**config.mk**
```make
export PLATFORM = sky130hd
export DESIGN_NAME = serial_word_tx_flat
export DESIGN_NICKNAME = d
export VERILOG_FILES = /design/src/rtl/serial_word_tx_if.sv /design/src/rtl/serial_word_tx.sv /design/src/flat_wrapper.sv
export SDC_FILE = /design/constraint.sdc
export NUM_CORES = 1
export LEC_CHECK = 0
export CORE_MARGIN = 2
export CORE_UTILIZATION = 44
export DETAILED_ROUTE_END_ITERATION = 16
export GPL_ROUTABILITY_DRIVEN = 0
export GPL_TIMING_DRIVEN = 1
export PLACE_DENSITY = 0.7
export SYNTH_ARGS = -nofsm -noshare
export SYNTH_HDL_FRONTEND = slang
export SYNTH_SLANG_ARGS = --single-unit
```
**constraint.sdc**
```tcl
create_clock -name clk -period 1.2 [get_ports clk]
set_input_delay 0.18 -clock clk [delete_from_list [all_inputs] [get_ports clk]]
set_output_delay 0.18 -clock clk [all_outputs]
set_load 0.01 [all_outputs]
```
**src/rtl/serial_word_tx_if.sv**
```systemverilog
// rtl/serial_word_tx_if.sv - word-in / bit-out handshake bundle for serial_word_tx
// The slave side is the transmitter; the master side supplies words and watches the serial stream.
interface serial_word_tx_if #(
  parameter int WIDTH = 8
);
  logic [WIDTH-1:0] din;
  logic             din_valid;
  logic             din_ready;
  logic             bit_o;
  logic             sof_o;
  logic             eof_o;
  logic             bit_valid;
  logic             busy;

  modport master (
    output din, din_valid,
    input  din_ready, bit_o, sof_o, eof_o, bit_valid, busy
  );

  modport slave (
    input  din, din_valid,
    output din_ready, bit_o, sof_o, eof_o, bit_valid, busy
  );
endinterface

```
**src/rtl/serial_word_tx.sv**
```systemverilog
// rtl/serial_word_tx.sv - LSB-first bit-serial word transmitter with one-entry hold
// Words shift out one bit per clock; a held word follows the current one with no bubble.
module serial_word_tx #(
  parameter int WIDTH = 8
) (
  input  logic           clk,
  input  logic           rst_n,
  serial_word_tx_if.slave sif
);
  localparam int CW = $clog2(WIDTH);

  typedef enum logic {S_IDLE, S_SHIFT} state_t;

  state_t           r_state;
  logic [WIDTH-1:0] r_shift;
  logic [WIDTH-1:0] r_hold;
  logic             r_hold_full;
  logic [CW-1:0]    r_cnt;
  logic             r_sof;
  logic             r_eof;
  logic             r_valid;

  logic             w_accept;
  logic             w_last;
  logic             w_free;
  logic             w_load_hold;
  logic             w_load_din;
  logic             w_load;
  logic [WIDTH-1:0] w_word;

  assign sif.din_ready = rst_n & ~r_hold_full;
  assign w_accept      = sif.din_valid & sif.din_ready;
  assign w_last        = (r_cnt == CW'(WIDTH - 1));
  // The shifter can take a new word when idle or when the last bit is on the line.
  assign w_free        = (r_state == S_IDLE) | w_last;
  assign w_load_hold   = r_hold_full & w_free;
  assign w_load_din    = ~r_hold_full & w_accept & w_free;
  assign w_load        = w_load_hold | w_load_din;
  assign w_word        = r_hold_full ? r_hold : sif.din;

  assign sif.bit_o     = r_shift[0];
  assign sif.sof_o     = r_sof;
  assign sif.eof_o     = r_eof;
  assign sif.bit_valid = r_valid;
  assign sif.busy      = (r_state == S_SHIFT) | r_hold_full;

  always_ff @(posedge clk) begin
    if (!rst_n) begin
      r_state     <= S_IDLE;
      r_shift     <= '0;
      r_hold      <= '0;
      r_hold_full <= 1'b0;
      r_cnt       <= '0;
      r_sof       <= 1'b0;
      r_eof       <= 1'b0;
      r_valid     <= 1'b0;
    end else begin
      if (w_load) begin
        r_state <= S_SHIFT;
        r_shift <= w_word;
        r_cnt   <= '0;
        r_sof   <= 1'b1;
        r_eof   <= 1'b0;
        r_valid <= 1'b1;
      end else if (r_state == S_SHIFT && !w_last) begin
        r_shift <= r_shift >> 1;
        r_cnt   <= r_cnt + CW'(1);
        r_sof   <= 1'b0;
        r_eof   <= (r_cnt == CW'(WIDTH - 2));
      end else begin
        // Zeroing the shifter keeps bit_o low while idle.
        r_state <= S_IDLE;
        r_shift <= '0;
        r_cnt   <= '0;
        r_sof   <= 1'b0;
        r_eof   <= 1'b0;
        r_valid <= 1'b0;
      end

      if (w_load_hold) begin
        r_hold_full <= 1'b0;
      end else if (w_accept && !w_free) begin
        r_hold      <= sif.din;
        r_hold_full <= 1'b1;
      end
    end
  end
endmodule

```
**src/flat_wrapper.sv**
```systemverilog
// flat-port wrapper written by rule: the top's interface ports become plain ports
module serial_word_tx_flat 
#(
  parameter int WIDTH = 8
)
  (clk, rst_n, sif_din, sif_din_valid, sif_din_ready, sif_bit_o, sif_sof_o, sif_eof_o, sif_bit_valid, sif_busy);
  serial_word_tx_if #(.WIDTH(WIDTH)) sif_i ();
  input  logic clk;
  input  logic rst_n;
  input wire logic [$bits(sif_i.din)-1:0] sif_din;
  input wire logic [$bits(sif_i.din_valid)-1:0] sif_din_valid;
  output wire logic [$bits(sif_i.din_ready)-1:0] sif_din_ready;
  output wire logic [$bits(sif_i.bit_o)-1:0] sif_bit_o;
  output wire logic [$bits(sif_i.sof_o)-1:0] sif_sof_o;
  output wire logic [$bits(sif_i.eof_o)-1:0] sif_eof_o;
  output wire logic [$bits(sif_i.bit_valid)-1:0] sif_bit_valid;
  output wire logic [$bits(sif_i.busy)-1:0] sif_busy;
  assign sif_i.din = sif_din;
  assign sif_i.din_valid = sif_din_valid;
  assign sif_din_ready = sif_i.din_ready;
  assign sif_bit_o = sif_i.bit_o;
  assign sif_sof_o = sif_i.sof_o;
  assign sif_eof_o = sif_i.eof_o;
  assign sif_bit_valid = sif_i.bit_valid;
  assign sif_busy = sif_i.busy;
  serial_word_tx #(.WIDTH(WIDTH)) u_core (.clk(clk), .rst_n(rst_n), .sif(sif_i));
endmodule
```
==> results.md, run 1 <==
- Outcome: complete, but fails checks
- Failing checks: setup timing
- Layout cells sized above 1: between 40% and 50%
- Area grow syn2layout: 53.4%
- Final Core Density: a little under three quarters
- TritonCTS Sinks: 23
- Min Tclk post-route: roughly 1300 ps
- Hold crit path type: input port to register
- Core ar.: roughly 2000 um^2
- Register area: roughly 470 um^2
- Seq/Total Area, Yosys: around half
- Antenna-violating nets left: 0
- Fmax: a little under 0.8 GHz
- Final hold vios: 0
- Via Count: roughly 770
- Root Driver: clkbuf_4
- Maximum vdd drop: approximately 0.70 mV
- Final Non-Filler Cells: 153
- Endpoint class of the critical path: register
- Setup WS post-layout: -100 ps
- Initial DRC count: 3
- Remaining DRCs: 0
- Initial antenna violation count: 0
- Port bufs: 16
- TritonRoute pass-1 iters: 2
- GR Util met3: under 10%
- Final Cycle Share: 108%
- Clk pin slew, worst setup/hold paths: between 100 and 150 ps
- Crit path arrival time: 1560 ps
- Pwr dens: between 1000 and 1500 nW/um^2
- Met1 Track Usage GR: a little under a quarter
- Max-slew headroom: about four fifths
- Antenna diode count: 0
- Via density: between 5 and 6
- Max H-tree Level: 1
- RSZ-0062 raised after global routing: true
- Die Wd: ~50 um
- Total die area: 2490 um^2
- TritonCTS Buffers: 3
- #FFs+latches synth: 23
- Worst Path Max Fanout: 5
- CTS tree: built
- GRT Total Usage: just under 20%
- Final setup skew: roughly 1.4 ps
- Met2 Usage GRT: between 30% and 40%
- Initial Util: 46.8%
- Tightest Pin Transition: roughly 280 ps
- Yosys Warn Count: 0
- Routed WL: roughly 2.2 mm
- Vias in the first global route: roughly 760
- # nets final: roughly 140
- Filler cells: approximately 140
- CP required: 1460 ps
- MaxCap Viol Count: 0
- Post-Syn Area per Cell: just over 10 um^2
- Type of origin of the critical path: register
- Total gr overflow: 0
- Setup Crit Path Kind: register to register
- Cells after Synth: between 90 and 100
- WL/cell: approximately 14 um
- Cell Area, Synth: slightly above 900 um^2
- Inst Count DP: roughly 150
- Clk buf depth: 2
- Row count: 16
- IO Pins: 17
- Die Y: 49.9 um
- First-pass GRT wire length: approximately 3.5 mm
- Net Count, Synth: approximately 110
- Synth unique cells: 19
- Leakage: 0.596 nW
- Pin count of the biggest net entering global routing: 14
- Post-DP HPWL: about 1.5 mm
- GRT busiest layer: met2
- Multi-input combinational cell area: 541 um^2
- Skew-Pair Late Insertion Delay: just over 300 ps
- Final setup fails: 16
- Fin. max-slew vios: 0
## flip-flops by register name, indices dropped and copies added, names as in the netlist
signal / flops
u_core.r_hold: 8
u_core.r_hold_full: 1
u_core.sif.eof_o: 1
u_core.r_shift: 8
u_core.sif.sof_o: 1
u_core.r_cnt: 3
u_core.sif.bit_valid: 1
## layer usage
metal | share of wire [%] | wire (um)
met5 | 0 | 0
met3 | 3.6 | 79
met2 | 53 | 1160
met4 | 2.2 | 47
met1 | 41 | 893
## layout make-up
class,instances,share of cell area (%)
clock inverters,1,0.351
well taps,27,2.37
repair buffers,37,24.5
clock buffers,3,1.58
multi-input cells,60,38.0
inverters,2,0.527
flip-flops and latches,23,32.7
## where the power goes
group          internal, mW  switching (mW)  leakage [nW]
Sequential            0.799          0.0190         0.189
Combinational         0.154           0.116         0.388
Clock                 0.125           0.239        0.0177
## stage by stage
stage	worst slack, ps	hold slack (ps)	cell area [um^2]	TNS, ps	total power [mW]
floorplan	4.73	323	961	0	0.928
global placement	-344	416	1240	-4110	1.04
detailed placement	-360	416	1240	-4540	1.05
CTS	-157	432	1380	-1370	1.44
global route	-150	433	1420	-2190	1.52
finish	-100	446	1420	-1040	1.45
## cell usage after synthesis (all sizes together)
library cell	count	area (um^2)
o21a	1	7.51
ha	3	37.5
inv	2	7.51
and3b	1	8.76
nor2b	2	12.5
o21ai	8	70.1
nand2b	1	6.26
and2	2	12.5
o2bb2ai	7	61.3
nand3	9	45.0
buf	5	37.5
mux2i	8	80.1
nand2	9	33.8
or2	2	12.5
dfxtp	23	460
clkbuf	1	3.75
nor2	5	18.8
and3	2	12.5
## worst max-delay path, cell delays in order, from the launching register on
cell       delay, ps
dfxtp_2          360
ha_4             160
ha_4             160
nor2b_4          150
and2_4           190
buf_6            120
o2bb2ai_4        100
## layout by cell type, fill, tap and decap left out, drive strengths merged
master          n
and2            2
and3            2
and3b           1
buf            23
clkbuf          4
clkdlybuf4s50  10
clkinv          1
dfxtp          23
dlygate4sd2     3
ha              3
inv             2
mux2i           8
nand2           9
nand2b          1
nand3           9
nor2            5
nor2b           2
o21a            1
o21ai           8
o2bb2ai         7
or2             2
## path summary, 6_finish.rpt
| path | start | end | slack (ps) | cells past startpoint |
|---|---|---|---|---|
| worst max-delay path | u_core.r_cnt[1] | u_core.r_shift[6] | -100 | 6 |
| worst min-delay path | sif_din[1] | u_core.r_hold[1] | 450 | 3 |
| worst min register to register | u_core.r_shift[5] | u_core.r_shift[4] | 460 | 1 |
| worst max register to register | u_core.r_cnt[1] | u_core.r_shift[6] | -100 | 6 |
## cell families after synthesis
family / synth area share, %
AOI/OAI and AO/OA: 15.0
adders and majority gates: 4.04
buffers and inverters: 5.26
DFF: 49.6
muxes: 8.63
and+or+nand+nor: 17.5
## repair_timing
| item | in CTS | in global routing |
|---|---|---|
| buffers inserted | 4 | 0 |
| hold buffers | 0 | 0 |
| setup endpoints to repair | 28 | 25 |
| gates resized for setup | 31 | 15 |
| pin swaps | 13 | 3 |
Power figures use the tool's default switching activity.
==> inputs of run 2 (changes only) <==
- CTS_CLUSTER_SIZE: default -> 12
==> results of run 2 <==
The final DEF is identical to that of run 1; final timing and power are the same.
==> inputs of run 3 (changes only) <==
- SLEW_MARGIN: default -> 25
- clock period: 1.2 -> 1.05 ns (I/O delays scaled with it)
==> results.md, run 3 (synthesis gave the netlist of run 1 again) <==
- TritonCTS Buffers: 3
- CTS tree: built
- TritonCTS Sinks: 23
- Vias in the first global route: between 700 and 800
- Layout cells sized above 1: between 40% and 50%
- M1 wire length: around 850 um
- Row count: 16
- Leakage: ~0.55 nW
- Register area: 468 um^2
- Final hold vios: 0
- Die Wd: 49.9 um
- R2R cell count: 6
- Uppermost routed layer: met4
- RSZ-0062 raised after global routing: true
- Fin. max-slew vios: 0
- Die Y: between 40 and 50 um
- Setup Crit Path Kind: register to register
- Worst path max stage delay: about 360 ps
- CTS Hold Bufs: 0
- Routed WL: between 1.5 and 2 mm
- IO Pins: 17
- MaxCap Viol Count: 0
- Metal3 WL: about 61 um
- Placed cell area: approximately 1200 um^2
- Total gr overflow: 0
- Max-slew headroom: between 80 and 90%
- CP required: ~1300 ps
- Largest registers: u_core.r_hold: 8 flops, u_core.r_shift: 8 flops, u_core.r_cnt: 3 flops
- Setup WS post-layout: -218 ps
- Skew-Pair Late Insertion Delay: around 300 ps
- GRT Total Usage: roughly 18%
- Clk pin slew, worst setup/hold paths: ~120 ps
- Outcome: complete, but fails checks
- TritonRoute pass-1 iters: 3
- Area grow syn2layout: 47.0%
- Min Tclk post-route: 1270 ps
- Tightest Pin Transition: ~210 ps
- First-pass GRT wire length: 3.34 mm
- Inst Count DP: 140
- Commonest non-fill, non-tap cells in the layout: dfxtp_1 (19), clkdlybuf4s50_1 (10), buf_4 (10)
- Remaining DRCs: 0
- Final instance area: between 1000 and 1500 um^2
- # nets final: 136
- Core ar.: 1980 um^2
- Initial antenna violation count: 0
- Max H-tree Level: 1
- Initial Util: a little under half
- Slowest library cell on the worst path: dfxtp_2
- Hold depth: 3
- Commonest non-fill, non-tap cell in the layout: dfxtp_1
- Final setup fails: 25
- Endpoint class of the critical path: register
- Final hold slack: ~430 ps
- Total die area: 2490 um^2
- Via Count: between 700 and 800
- Cell Chain, Critical Path: ha_4 > ha_4 > nor2b_4 > and2_4 > buf_8 > o2bb2ai_2
- Crit path arrival time: approximately 1500 ps
- Fin Setup TNS: -4240 ps
- Hold crit path type: input port to register
- Multi-input combinational cell area: between 500 and 600 um^2
- Antenna diode count: 0
- Initial DRC count: 8
- Post-DP HPWL: 1.39 mm
- WL/cell: around 13 um
- Antenna-violating nets left: 0
- Failing checks: setup timing
- Maximum vdd drop: between 0.7 and 0.8 mV
- Via density: roughly 5.1
- Type of origin of the critical path: register
- Root Driver: clkbuf_4
- Filler cells: around 150
- Final setup skew: 5.35 ps
- Pin count of the biggest net entering global routing: 16
- Clk buf depth: 2
- Final Cycle Share: 121%
- Pwr dens: approximately 1200 nW/um^2
- Final Non-Filler Cells: 148
- Routed wl met2: about 1.0 mm
- Port bufs: 16
- Worst Path Max Fanout: 7
- CP most frequent cell: ha_4
- Total power: 1.61 mW
- Fmax: 0.789 GHz
==> run 3: cell types whose count changed in the layout (fill, tap and decap cells not counted), moves of 2 or more <==
cell | before | now
buf_6 | 10 | 7
buf_4 | 12 | 10
clkdlybuf4s15_1 | 0 | 2
dlygate4sd2_1 | 3 | 0
==> run 3: layer usage <==
metal	vias up	track usage, %
met5	-	0
met4	0	7.87
met3	6	3.64
met2	15	32.0
met1	357	20.3
li1	379	-
==> run 3: layout make-up <==
cell class / count / area share, %
timing repair buffer: 31 / 21.5
inverter: 2 / 0.550
multi-input combinational: 61 / 39.2
tap: 27 / 2.47
sequential: 23 / 34.3
clock buffer: 4 / 1.92
==> run 3: worst paths after layout <==
path / slack [ps] / end / start
max: -220 / u_core.r_shift[2] / u_core.r_cnt[0]
min: 430 / u_core.r_hold[6] / sif_din[6]
max reg2reg: -220 / u_core.r_shift[2] / u_core.r_cnt[0]
min reg2reg: 460 / u_core.r_shift[0] / u_core.r_shift[1]
==> run 3: power by group <==
| group | switching, mW | internal, mW | total, mW |
|---|---|---|---|
| logic | 0.126 | 0.156 | 0.282 |
| registers | 0.0212 | 0.912 | 0.933 |
| clock network | 0.251 | 0.148 | 0.399 |
==> run 3: critical path, delay by kind of cell, from the launching register on <==
family                     cells  cell delay (ps)
buffers and inverters          1              130
AOI/OAI and AO/OA              1              110
adders and majority gates      2              320
and+or+nand+nor                2              310
DFF                            1              360
==> run 3: metrics by stage <==
stage	setup slack, ps	util, %
finish	-218	68.9
global route	-263	68.9
CTS	-220	66.9
detailed placement	-440	60.9
global placement	-440	60.9
floorplan	-125	-
==> run 3: repair_timing <==
action,4_1_cts,5_1_grt
pin swaps,3,0
setup buffers,2,1
endpoints found under the setup margin,29,28
gates resized for setup,36,10
gates cloned,1,0
